### src/rtl/convolution_coprocessor_y_loader.sv
// Stream-fed Y-sample loader for the convolution coprocessor: captures a length byte
// and that many samples, pulses start, then waits for cop_done before taking the next frame.
module convolution_coprocessor_y_loader #(
  parameter int unsigned DATA_WIDTH = 8,
  parameter int unsigned ADDR_WIDTH = 5,
  parameter int unsigned MAX_SIZE   = 31
) (
  input  logic                  clk,
  input  logic                  rstn,
  input  logic [DATA_WIDTH-1:0] s_data,
  input  logic                  s_valid,
  output logic                  s_ready,
  input  logic [ADDR_WIDTH-1:0] memY_addr,
  output logic [DATA_WIDTH-1:0] dataY,
  output logic [ADDR_WIDTH-1:0] sizeY,
  output logic                  start,
  input  logic                  cop_done,
  output logic                  loader_busy,
  output logic                  len_err
);

  localparam int unsigned DEPTH = 2 ** ADDR_WIDTH;

  typedef enum logic [1:0] {
    S_IDLE,
    S_LOAD,
    S_START,
    S_WAIT
  } state_e;

  state_e                  state_q, state_d;
  logic [ADDR_WIDTH-1:0]   wr_ptr_q, wr_ptr_d;
  logic [ADDR_WIDTH-1:0]   size_q, size_d;
  logic                    len_err_q, len_err_d;
  logic                    ready_q, ready_d;
  logic                    start_q, start_d;
  logic                    busy_q, busy_d;

  logic                    accept;
  logic                    len_ok;
  logic                    mem_we;
  logic [DATA_WIDTH-1:0]   mem_q [0:DEPTH-1];

  assign accept = s_valid && ready_q;
  // Range check uses the full byte; only then is it narrowed to ADDR_WIDTH.
  assign len_ok = (s_data != '0) && (32'(s_data) <= MAX_SIZE);

  always_comb begin
    state_d   = state_q;
    wr_ptr_d  = wr_ptr_q;
    size_d    = size_q;
    len_err_d = 1'b0;
    mem_we    = 1'b0;
    case (state_q)
      S_IDLE: begin
        if (accept) begin
          if (len_ok) begin
            size_d   = s_data[ADDR_WIDTH-1:0];
            wr_ptr_d = '0;
            state_d  = S_LOAD;
          end else begin
            len_err_d = 1'b1;
          end
        end
      end
      S_LOAD: begin
        if (accept) begin
          mem_we   = 1'b1;
          wr_ptr_d = wr_ptr_q + ADDR_WIDTH'(1);
          if (wr_ptr_q == size_q - ADDR_WIDTH'(1)) begin
            state_d = S_START;
          end
        end
      end
      S_START: state_d = S_WAIT;
      S_WAIT: begin
        if (cop_done) begin
          state_d = S_IDLE;
        end
      end
      default: state_d = S_IDLE;
    endcase
    // Status outputs are registered from the next state so they are all 0 while in reset.
    ready_d = (state_d == S_IDLE) || (state_d == S_LOAD);
    start_d = (state_d == S_START);
    busy_d  = (state_d != S_IDLE);
  end

  always_ff @(posedge clk or negedge rstn) begin
    if (!rstn) begin
      state_q   <= S_IDLE;
      wr_ptr_q  <= '0;
      size_q    <= '0;
      len_err_q <= 1'b0;
      ready_q   <= 1'b0;
      start_q   <= 1'b0;
      busy_q    <= 1'b0;
    end else begin
      state_q   <= state_d;
      wr_ptr_q  <= wr_ptr_d;
      size_q    <= size_d;
      len_err_q <= len_err_d;
      ready_q   <= ready_d;
      start_q   <= start_d;
      busy_q    <= busy_d;
    end
  end

  // Sample memory is deliberately not reset; contents survive reset and later frames.
  always_ff @(posedge clk) begin
    if (mem_we) begin
      mem_q[wr_ptr_q] <= s_data;
    end
  end

  assign dataY       = mem_q[memY_addr];
  assign sizeY       = size_q;
  assign s_ready     = ready_q;
  assign start       = start_q;
  assign loader_busy = busy_q;
  assign len_err     = len_err_q;

endmodule

### config.mk
export PLATFORM = sky130hd
export DESIGN_NAME = convolution_coprocessor_y_loader
export DESIGN_NICKNAME = d
export VERILOG_FILES = /design/src/rtl/convolution_coprocessor_y_loader.sv
export SDC_FILE = /design/constraint.sdc
export NUM_CORES = 1
export LEC_CHECK = 0
export ABC_CLOCK_PERIOD_IN_PS = 2900
export CAP_MARGIN = 20
export CELL_PAD_IN_SITES_DETAIL_PLACEMENT = 0
export CELL_PAD_IN_SITES_GLOBAL_PLACEMENT = 2
export CORE_UTILIZATION = 45
export DETAILED_ROUTE_END_ITERATION = 10
export PLACE_DENSITY = 0.81
export SYNTH_ARGS = -nofsm -noshare
export SYNTH_HDL_FRONTEND = slang
export SYNTH_SLANG_ARGS = --single-unit
export TNS_END_PERCENT = 10
### constraint.sdc
create_clock -name clk -period 2.9 [get_ports clk]
set_input_delay 0.58 -clock clk [delete_from_list [all_inputs] [get_ports clk]]
set_output_delay 0.58 -clock clk [all_outputs]
set_load 0.02 [all_outputs]
Yosys cells after proc, flatten, opt, wreduce, memory -nomap -nowiden

Memories as Yosys holds them, arrays and structs flattened.
Index checks and enable logic that the tools add are counted.

Eq/ne operators: 9
Mux-type cells: 17
Reductions and logical operators: 10
Add/subtract/negate cells: 2
Magnitude comparators: 1

Operators by type and width:

| kind                  | number |
|---|---|
| $mux W5               | 3 |
| $mux W2               | 5 |
| $pmux W5 S2           | 1 |
| $le A8 B5 Y1 const B  | 1 |
| $pmux W2 S4           | 1 |
| $reduce_bool A8 Y1    | 1 |
| $mux W1               | 7 |
| $eq A2 B2 Y1 const B  | 3 |
| $ne A2 B2 Y1 const B  | 3 |
| $add A5 B1 Y5 const B | 1 |
| $eq A5 B5 Y1          | 1 |
| $sub A5 B1 Y5 const B | 1 |
| $eq A2 B1 Y1 const B  | 2 |
| $logic_not A2 Y1      | 2 |
| $reduce_and A4 Y1     | 1 |
| $reduce_bool A2 Y1    | 2 |
| $reduce_and A3 Y1     | 1 |
| $logic_and A1 B1 Y1   | 2 |
| $logic_or A1 B1 Y1    | 1 |

Memory bits (writable): 256
Logic and storage cells: 47
Memories kept: 1
Output and inout bits: 17
Bits of input ports: 17
Bits in registers: 16

Memory list:

| memory | depth | bits a word | rd ports | clocked after Yosys merged registers in | write ports | RTL line | text |
|---|---|---|---|---|---|---|---|
| mem_q  | 32    | 8           | 1        | 0                                       | 1           | 42       | `logic [DATA_WIDTH-1:0] mem_q [0:DEPTH-1];` |

Longest topological paths before layout

Gate-level depths: netlist (run 1).

Word-level depth: 7
Mapped depth: 6
Gate-level depth less buffers: 6

Worst setup path before layout (run 1)

Ideal clock, no wire load.

Path kind: input-to-output
From: input memY_addr[2]
To: output dataY[0]
Arrival: 2042 ps
Path slack: 278 ps
Data required time: 2320 ps
Path buffers: 2
Stages: 5
Path through: buf_2 clkbuf_1 mux4_2 o22ai_1 nor4_1

Cells in the longest elaborated chain, start to end: 1

RTL lines:

| what               | RTL line | text |
|---|---|---|
| start: declaration | 13       | `input logic [ADDR_WIDTH-1:0] memY_addr,` |
| $mem_v2 Z32 W8     | -        |  |
| end: declaration   | 14       | `output logic [DATA_WIDTH-1:0] dataY,` |

No other way between the ends.

Worst setup path in the final report (run 1)

From: input memY_addr[1]
To: output dataY[4]

The elaborated chain is that of the path after synthesis.

==> results of run 1 <==
==> state kept, by name (all words and copies together) (netlist names) <==
signal       count
len_err          1
loader_busy      1
mem_q          256
s_ready          1
sizeY            5
start            1
state_q          2
wr_ptr_q         5
==> synth_stat cells (2+ instances only) <==
cell,n
sky130_fd_sc_hd__nor2_1,39
sky130_fd_sc_hd__dfrtp_1,16
sky130_fd_sc_hd__a21oi_1,4
sky130_fd_sc_hd__clkbuf_1,8
sky130_fd_sc_hd__nand2_1,13
sky130_fd_sc_hd__inv_1,7
sky130_fd_sc_hd__buf_4,3
sky130_fd_sc_hd__or3b_2,2
sky130_fd_sc_hd__o211ai_1,2
sky130_fd_sc_hd__nor4_1,8
sky130_fd_sc_hd__mux4_2,64
sky130_fd_sc_hd__o21ai_0,5
sky130_fd_sc_hd__nor3_1,5
sky130_fd_sc_hd__edfxtp_1,256
sky130_fd_sc_hd__nand3b_1,9
sky130_fd_sc_hd__nand2b_1,2
sky130_fd_sc_hd__nand3_1,6
sky130_fd_sc_hd__ha_1,5
sky130_fd_sc_hd__xnor2_1,4
sky130_fd_sc_hd__o22ai_1,33
sky130_fd_sc_hd__and2_1,2
sky130_fd_sc_hd__buf_6,6
sky130_fd_sc_hd__buf_2,7
==> how the worst min path moves through the flow <==
stage / from / to / slack, ns / cells after the start
after floorplan: rstn / len_err / 0.28 / 0
after global placement: state_q[0] / len_err / 0.55 / 1
after detailed placement: sizeY[4] / sizeY[4] / 0.55 / 1
after CTS: rstn / sizeY[2] / 0.49 / 1
after global routing: rstn / sizeY[2] / 0.51 / 1
final: rstn / sizeY[2] / 0.49 / 1
==> per-layer routing <==
metal  vias to the layer above  GRT usage (%)  share of wire [%]
li1                       2361              -                  -
met1                      2720           26.4                 41
met2                       202           31.0                 48
met3                        43           4.78                8.5
met4                         0           6.91                3.1
met5                         -              0                  0
==> where the power goes <==
group | switching (mW) | leakage (nW) | internal, mW
Combinational | 0.743 | 1.21 | 0.554
Sequential | 0.193 | 2.49 | 4.53
Clock | 1.42 | 0.453 | 2.08
Total | 2.36 | 4.16 | 7.16
==> placed cells by master (no fill, tap or decap), drive strengths merged, types with 8 or more instances in the layout <==
cell type	instances
clkdlybuf4s50	20
mux4	64
clkinv	16
dfrtp	16
o22ai	33
buf	62
nand3b	9
inv	8
edfxtp	256
nor4	8
nor2	39
clkbuf	35
nand2	13
==> logic make-up after synthesis <==
family	count (synthesis)	synth area share [%]
flops	272	76.0
simple gates	91	4.28
mux	66	13.8
compound gates	51	3.04
buf+inv	32	1.74
xor+xnor	6	0.564
fa+ha+maj	5	0.588
==> through the flow <==
stage	power (mW)	area, µm²	cells	hold slack, ns	TNS [ns]
detailed placement	6.10	11700	902	0.554	-3.33
floorplan	5.54	10600	523	0.284	0
global route	9.85	12700	955	0.511	0
finish	9.52	12700	955	0.488	0
CTS	9.59	12700	955	0.489	0
global placement	6.07	11700	902	0.552	-3.15
==> critical path: stages <==
cell	delay, ns
sky130_fd_sc_hd__buf_4	0.19
sky130_fd_sc_hd__buf_12	0.21
sky130_fd_sc_hd__mux4_2	0.54
sky130_fd_sc_hd__o22ai_1	0.34
sky130_fd_sc_hd__nor4_1	0.11
sky130_fd_sc_hd__clkdlybuf4s15_2	0.27
==> timing repair <==
| item | in CTS | in global routing |
|---|---|---|
| pin swaps | 0 | 0 |
| setup endpoints to repair | 8 | 8 |
| setup buffers | 2 | 0 |
| hold buffers | 0 | 0 |
| gates cloned | 0 | 0 |
| gates resized for setup | 27 | 14 |
==> final cells by class <==
class	instances	area, µm²	area share [%]
flip-flops and latches	272	8090	63.8
multi-input cells	219	2420	19.1
repair buffers	93	847	6.68
clock buffers	31	733	5.78
well taps	313	392	3.09
clock inverters	20	174	1.37
inverters	7	26.3	0.207
==> metrics.sh, run 1 <==
RESULT_OF_THE_RUN='complete, no violations'
POWER_DENSITY_OVER_THE_CELLS_mW_PER_MM2=751
DR.FIRST_ITER.DRC_COUNT=542
SYNTH_TOP_AREA_SHARE_PCT=72.2
HTREE_NUM_LEVELS=1
CRIT-REG2REG-LAUNCH='state_q[0]'
GRT_ANTENNA_BEFORE_REPAIR=0
FINAL_UTIL_PCT=55.3
SYNTH_SEQUENTIAL_AREA_RATIO_PCT=76.0
TOTAL_LEAKAGE_POWER_nW=4.16
YS_TYPES=40
CTS_INSERTED_BUFFERS=28
SETUP_VIOL=0
DIODES=0
REG2REG_SLACK_NS=0.95
PORT_BUFFERS=33
FIRST_GLOBAL_VIAS=5488
ROUTABILITYCONGESTION=0.871
MAXCAPVIOLCOUNT=0
WL_MM=22.9
CLOCK_SINKS=272
TIGHTESTPINTRANSITION_NS=0.730
INITIAL_STANDARD_CELL_UTILIZATION_OF_THE_CORE_PCT=46.4
SETUP.WORST_PATH.START_CLASS='input port'
CP_DATA_REQUIRED_TIME_NS=2.32
SYN-CELL-AREA_MM2=0.0106
ROUTE.DETAILED.DRC=0
POWER.IR.VDD_WORST_uV=417
TYPE_OF_THE_MOST_CRITICAL_HOLD_PATH='input port to async pin'
YS_ASYNC_SR_FRACTION_PCT=5.88
RR_WORST_DEPTH=6
WORST_CLK_SKEW_NS=0.00705
YOSYS_REGISTER_BITS=272
GLOBAL_ROUTE.USAGE.TOTAL_PCT=19.5
DRTPASS1ITERATIONS=5
NUM-FILL-CELLS=1726
TIMING_WORST_SETUP_PATH_TYPE='input port to primary output'
VIASPERCELL=5.58
DIE_HEIGHT_UM=156
CTS_TREE='built'
YOSYS-TOP-CELLS-AREA='sky130_fd_sc_hd__edfxtp_1 72%, sky130_fd_sc_hd__mux4_2 14%, sky130_fd_sc_hd__dfrtp_1 3.8%'
MAX_SLEW_MARGIN_PCT=51.2
SYNTH_EDF_COUNT=256
FINALHOLDVIOLATIONS=0
END_KIND='primary output'
FLOORPLAN.CORE_AREA_MM2=0.0229
CLKSLEWWORSTSETUPHOLDPATHS_NS=0.06
GLOBALROUTEOVERFLOWTOTAL=0
YS.FLOP_TYPE='sky130_fd_sc_hd__edfxtp_1'
PLACEMENT_ROWS=55
ROUTEDWLPERCELL_UM=24.0
MAPPEDNETLISTNETS=545
IO-PIN-COUNT=34
TIMING.FINAL.CRIT_PERIOD_NS=2.84
VIAS=5326
CLOCK_TREE.BUFFER_DEPTH=3
GRT_SETUP_UNREPAIRED='false'
FINAL_LAYOUT_SIZE_SUFFIX_GT1_SHARE_PCT=29.8
SYN_AVG_CELL_AREA_UM2=20.3
FMAX_GHz=0.352
FINAL.PERIOD_UTILIZATION_PCT=98.0
GRT_PASS1_WL_MM=34.1
SETUP_WS_NS=0.0579
ARRIVAL_NS=2.26
TERMINATION_OF_THE_WORST_SETUP_PATH='dataY[4]'
SYNTH-WARNING-COUNT=0
DP_HPWL_MM=15.2
FP.DIEW_UM=156
RR_ENDPOINT='mem_q[3][3]'
STARTPOINT='memY_addr[1]'
DIE_AREA_MM2=0.0243
TIMING.FINAL.MAX_SLEW_VIOLATIONS=0
YOSYS.AREA.TOP_TYPE='sky130_fd_sc_hd__edfxtp_1'
SYN-INSTANCE-COUNT=523
PLACE_WORST_SETUP_SLACK_NS=-0.479
WORSTPATHMAXFANOUT=17
CTSROOTBUFFERMASTER='sky130_fd_sc_hd__clkbuf_16'
CLOCK_LATENCY_NS=0.53
GRT_START_MAX_NET_PINS=35
ROUTE.ANTENNA.REMAINING_NETS=0
AREA_GROWTH_PCT=19.1
FIN_NETS=643
(Power assumes the default switching activity.)
==> run 2: changes to the inputs <==
--- a/config.mk
+++ b/config.mk
@@ -12,6 +12,7 @@
 export CORE_UTILIZATION = 45
 export DETAILED_ROUTE_END_ITERATION = 10
 export PLACE_DENSITY = 0.81
+export SLEW_MARGIN = 20
 export SYNTH_ARGS = -nofsm -noshare
 export SYNTH_HDL_FRONTEND = slang
 export SYNTH_SLANG_ARGS = --single-unit
==> results of run 2 <==
Same layout as run 1: the final DEF is identical, and so are final timing and power.
